==> config.mk <==
export PLATFORM = sky130hd
export DESIGN_NAME = down_timer
export DESIGN_NICKNAME = d
export VERILOG_FILES = /design/src/rtl/down_timer.sv
export SDC_FILE = /design/constraint.sdc
export NUM_CORES = 1
export LEC_CHECK = 0
export CAP_MARGIN = 20
export CORE_ASPECT_RATIO = 1.25
export CORE_UTILIZATION = 41
export DETAILED_ROUTE_END_ITERATION = 12
export PLACE_DENSITY = 0.66
export SETUP_SLACK_MARGIN = 0.1
export SYNTH_ARGS = -nofsm -noshare
export SYNTH_HDL_FRONTEND = slang
export SYNTH_SLANG_ARGS = --single-unit
==> constraint.sdc <==
create_clock -name clk -period 4.81 [get_ports clk]
set_input_delay 0.962 -clock clk [delete_from_list [all_inputs] [get_ports clk]]
set_output_delay 0.962 -clock clk [all_outputs]
set_load 0.05 [all_outputs]
==> src/rtl/down_timer.sv <==
// Programmable down-counting timer: loads a start value, counts down to zero at a
// prescaled rate, pulses tc at terminal count and optionally auto-reloads.
module down_timer #(
    parameter int unsigned N  = 8,
    parameter int unsigned PW = 4
) (
    input  logic          clk,
    input  logic          reset_n,
    input  logic          load,
    input  logic [N-1:0]  load_value,
    input  logic          start,
    input  logic          stop,
    input  logic          auto_reload,
    input  logic [PW-1:0] prescale,
    output logic [N-1:0]  count,
    output logic          busy,
    output logic          tc,
    output logic          done
);

    typedef enum logic [1:0] {
        IDLE = 2'd0,
        RUN  = 2'd1,
        DONE = 2'd2
    } state_t;

    state_t         state;
    logic [N-1:0]   reload_reg;
    logic [PW-1:0]  prescale_reg;
    logic [PW-1:0]  pre;

    logic [N-1:0]   eff_count_c;
    logic           tick_c;

    // Value a start would count from: a same-cycle load wins over the held count.
    assign eff_count_c = load ? load_value : count;

    // Prescaler terminal: one decrement opportunity every prescale_reg+1 cycles.
    assign tick_c = (pre == prescale_reg);

    // Timer state machine with registered outputs.
    always_ff @(posedge clk or negedge reset_n) begin
        if (!reset_n) begin
            state        <= IDLE;
            count        <= '0;
            reload_reg   <= '0;
            prescale_reg <= '0;
            pre          <= '0;
            busy         <= 1'b0;
            tc           <= 1'b0;
            done         <= 1'b0;
        end else begin
            tc <= 1'b0;
            case (state)
                IDLE, DONE: begin
                    if (start && (eff_count_c != '0)) begin
                        if (load) begin
                            reload_reg <= load_value;
                        end
                        count        <= eff_count_c;
                        prescale_reg <= prescale;
                        pre          <= '0;
                        state        <= RUN;
                        busy         <= 1'b1;
                        done         <= 1'b0;
                    end else if (load) begin
                        count      <= load_value;
                        reload_reg <= load_value;
                        state      <= IDLE;
                        done       <= 1'b0;
                    end
                end

                RUN: begin
                    if (stop) begin
                        // Abort wins over a coinciding terminal tick; count is held.
                        pre   <= '0;
                        state <= IDLE;
                        busy  <= 1'b0;
                    end else if (tick_c) begin
                        pre <= '0;
                        if (count > N'(1)) begin
                            count <= count - N'(1);
                        end else begin
                            tc <= 1'b1;
                            if (auto_reload && (reload_reg != '0)) begin
                                count <= reload_reg;
                            end else begin
                                count <= '0;
                                state <= DONE;
                                busy  <= 1'b0;
                                done  <= 1'b1;
                            end
                        end
                    end else begin
                        pre <= pre + PW'(1);
                    end
                end

                default: begin
                    state <= IDLE;
                    busy  <= 1'b0;
                    done  <= 1'b0;
                end
            endcase
        end
    end

endmodule

==> impl_metrics.prom <==
# TYPE chip_impl_metric gauge
chip_impl_metric{name="synth_edf_count",unit=""} 0
chip_impl_info{name="synth_top_family_by_area",value="simple AND/OR/NAND/NOR gates"} 1
chip_impl_metric{name="max_slew.worst_pin.slew",unit="ns"} 0.919
chip_impl_metric{name="die_width",unit="um"} 58.3
chip_impl_metric{name="slew_headroom",unit="%"} 38.2
chip_impl_metric{name="cts-resized-gates",unit=""} 0
chip_impl_metric{name="via_total_after_detailed_routing",unit=""} 1336
chip_impl_metric{name="xor_and_xnor_area_share_after_synthesis",unit="%"} 5.39
chip_impl_metric{name="placed_cell_area",unit="mm^2"} 0.00196
chip_impl_metric{name="async_reset_ff_share",unit="%"} 100
chip_impl_info{name="yosys_most_used_dff",value="dfrtp_1"} 1
chip_impl_metric{name="floorplan.io_pins",unit=""} 29
chip_impl_metric{name="timing.critical_path.buf_inv",unit=""} 1
chip_impl_metric{name="cts_hold_repair.buffers",unit=""} 0
chip_impl_metric{name="drive_gt1_share",unit="%"} 13.7
chip_impl_metric{name="global_route.overflow_total",unit=""} 0
chip_impl_info{name="timing.hold.worst.class",value="reg2reg"} 1
chip_impl_metric{name="place_hpwl",unit="mm"} 2.96
chip_impl_info{name="post-synth-top-count-cell",value="dfrtp_1"} 1
chip_impl_metric{name="layout_setup_ws",unit="ns"} 2.11
chip_impl_metric{name="cts.reportedPaths.clkPinSlew",unit="ns"} 0.06
chip_impl_metric{name="worst_ir_drop_vdd",unit="mV"} 0.218
chip_impl_info{name="netlist.top_cell.by_area",value="dfrtp_1"} 1
chip_impl_metric{name="clk_path_buf_depth",unit=""} 2
chip_impl_metric{name="cts.sinks",unit=""} 29
chip_impl_metric{name="critical_path_depth",unit=""} 1
chip_impl_metric{name="wire_length_of_the_first_global_routing_pass",unit="mm"} 6.62
chip_impl_metric{name="synth_fp_nets",unit=""} 179
chip_impl_metric{name="setup_viol_count_final",unit=""} 0
chip_impl_info{name="timing_worst_setup_path_type",value="reg2out"} 1
chip_impl_metric{name="post_cts_buffers",unit=""} 0
chip_impl_metric{name="min_period_over_period",unit="%"} 56.1
chip_impl_metric{name="pwr_dens",unit="mW/mm^2"} 541
chip_impl_metric{name="netlist-cell-type-count",unit=""} 41
chip_impl_metric{name="worstPathMaxFanout",unit=""} 9
chip_impl_metric{name="route.detailed.drc",unit=""} 0
chip_impl_metric{name="crit_required",unit="ns"} 3.85
chip_impl_metric{name="synth_seq_area_share",unit="%"} 44.7
chip_impl_metric{name="ys.warnings.count",unit=""} 0
chip_impl_metric{name="post_drt_wl_per_cell",unit="um"} 15.9
chip_impl_metric{name="max-cap-violations",unit=""} 0
chip_impl_metric{name="power_leakage",unit="nW"} 0.846
chip_impl_metric{name="setup_tns",unit="ns"} 0
chip_impl_metric{name="final-max-slew-violation-count",unit=""} 0
chip_impl_metric{name="instance_count_of_the_mapped_netlist",unit=""} 158
chip_impl_metric{name="first_global_vias",unit=""} 1374
chip_impl_metric{name="grt_antenna_before_repair",unit=""} 0
chip_impl_metric{name="number_of_inserted_diodes",unit=""} 0
chip_impl_info{name="buffer_cell_driving_the_clock_tree_root",value="clkbuf_8"} 1
chip_impl_metric{name="port-buffer-count",unit=""} 28
chip_impl_metric{name="synth-seq-cells",unit=""} 29
chip_impl_info{name="cpLargestDelayFamily",value="buffers and inverters"} 1
chip_impl_metric{name="floorplan.die_area",unit="mm^2"} 0.00422
chip_impl_metric{name="worstRegToRegCells",unit=""} 5
chip_impl_metric{name="critPathArrivalTime",unit="ns"} 1.74
chip_impl_metric{name="die_y_extent",unit="um"} 72.4
chip_impl_metric{name="min_delay_path_depth",unit=""} 2
chip_impl_metric{name="numPlacedInstances",unit=""} 237
chip_impl_metric{name="drtIter0Drc",unit=""} 94
chip_impl_metric{name="finalCriticalPeriod",unit="ns"} 2.70
chip_impl_info{name="critical_path.cell_chain",value="clkdlybuf4s50_1"} 1
chip_impl_metric{name="layout.cell_area.non_filler",unit="mm^2"} 0.00204
chip_impl_metric{name="std_cell_rows",unit=""} 25
chip_impl_metric{name="area_growth",unit="%"} 25.8
chip_impl_metric{name="stdcell_count",unit=""} 244
chip_impl_metric{name="tritoncts.num_buffers",unit=""} 5
chip_impl_metric{name="fin_skew",unit="ns"} 0.00627
chip_impl_metric{name="nNetsFinal",unit=""} 211
chip_impl_info{name="setup_repair_after_global_routing_missed_its_margin",value="no"} 1
chip_impl_info{name="status",value="finished clean"} 1
chip_impl_metric{name="post_synth_fa_ha_maj_area_fraction",unit="%"} 2.31
chip_impl_info{name="post_synth_most_frequent_cells",value="dfrtp_1 (29), nor2_1 (16), mux2_2 (13)"} 1
chip_impl_metric{name="mappedNetlistArea",unit="mm^2"} 0.00162
chip_impl_metric{name="avgViaCountPerCell",unit=""} 5.48
chip_impl_metric{name="initial_core_util",unit="%"} 42.9
chip_impl_metric{name="fp.coreArea",unit="mm^2"} 0.00378
chip_impl_metric{name="critical-path-max-stage-delay",unit="ns"} 0.88
chip_impl_info{name="tritoncts",value="yes"} 1
chip_impl_info{name="synth.top_cells.by_area",value="dfrtp_1 (45%), mux2_2 (9.0%), xor2_1 (4.3%), nor2_1 (3.7%), a21oi_1 (2.8%)"} 1
chip_impl_metric{name="drt_pre_antenna_iters",unit=""} 4
chip_impl_metric{name="grt_max_degree",unit=""} 30
chip_impl_metric{name="reg2reg_setup_slack",unit="ns"} 2.61
chip_impl_metric{name="drt-total-wl",unit="mm"} 3.88
chip_impl_info{name="cp_slowest_cell",value="clkdlybuf4s50_1"} 1
chip_impl_info{name="critical_path.startpoint_type",value="flop"} 1
chip_impl_metric{name="ctsHtreeMaxLevel",unit=""} 2
chip_impl_metric{name="preCtsSetupSlack",unit="ns"} 1.92
chip_impl_metric{name="synthMuxAreaShare",unit="%"} 9.01
chip_impl_metric{name="yosys.area_share.simple",unit="%"} 19.7
chip_impl_metric{name="globalplace.congestion",unit=""} 0.877
chip_impl_info{name="worstSetupEndpointType",value="output pin"} 1
chip_impl_metric{name="synth-compound-area-share",unit="%"} 16.3
chip_impl_metric{name="all_layer_global_routing_usage",unit="%"} 20.9
chip_impl_metric{name="clock_latency_on_the_worst_skew_pair",unit="ns"} 0.28
chip_impl_metric{name="synth_top_area_share",unit="%"} 44.7
chip_impl_metric{name="timing_hold_violations_final",unit=""} 0
chip_impl_metric{name="max_freq",unit="MHz"} 370
chip_impl_metric{name="avgSynthCellArea",unit="um^2"} 10.3
chip_impl_metric{name="antenna_left",unit=""} 0
path summary, 6_finish.rpt:
kind / startpoint / to
worst max-delay path: count[7] / count[7]
worst min-delay path: done / done
worst max register to register: count[2] / busy
worst min register to register: done / done
max in group asynchronous: reset_n / reload_reg[6]
min in group asynchronous: reset_n / tc
cell usage in the layout, fill, tap and decap left out, types with 6 or more instances in the layout:
cell | synthesis | routed
clkdlybuf4s50_1 | 0 | 28
a21oi_1 | 9 | 9
clkbuf_8 | 0 | 6
dfrtp_1 | 29 | 29
o21ai_0 | 7 | 7
xor2_1 | 8 | 8
nor2_1 | 16 | 16
mux2_2 | 13 | 13
nand2_1 | 11 | 11
cell type report:
class	instances	area, um^2
Multi-Input combinational cell	120	857
Fill cell	342	1740
Inverter	5	18.8
Timing Repair Buffer	29	288
Clock buffer	7	86.3
Tap cell	54	67.6
Sequential cell	29	726
per-layer routing:
layer | track usage (%) | vias up | part of all wire (%)
met4 | 9.52 | 0 | 2.5
met1 | 27.1 | 627 | 43
met2 | 33.1 | 48 | 49
met3 | 4.99 | 10 | 5.1
li1 | - | 651 | -
met5 | 0 | - | 0
through the flow:
step	hold slack (ns)	util, %	total power (W)
after global placement	0.504	51.7	0.000896
final	0.524	54.0	0.00110
after detailed placement	0.520	51.7	0.000904
after floorplan	0.486	-	0.000750
after global routing	0.550	54.0	0.00117
after CTS	0.534	54.0	0.00111
kinds of logic (layout without fill, tap and decap cells):
| kind of cell | Yosys count | in the layout |
|---|---|---|
| AO/OA/AOI/OAI | 38 | 38 |
| XOR/XNOR | 10 | 10 |
| adder cells (fa/ha/maj) | 3 | 3 |
| buffers and inverters | 9 | 41 |
| flip-flops | 29 | 29 |
| multiplexers | 13 | 13 |
| AND/OR/NAND/NOR | 56 | 56 |
where the power goes:
group	switching, W	total (W)	internal, W
clock	0.0000894	0.000203	0.000113
combinational	0.000294	0.000491	0.000197
sequential	0.000101	0.000411	0.000310
Power figures use the tool's default switching activity.
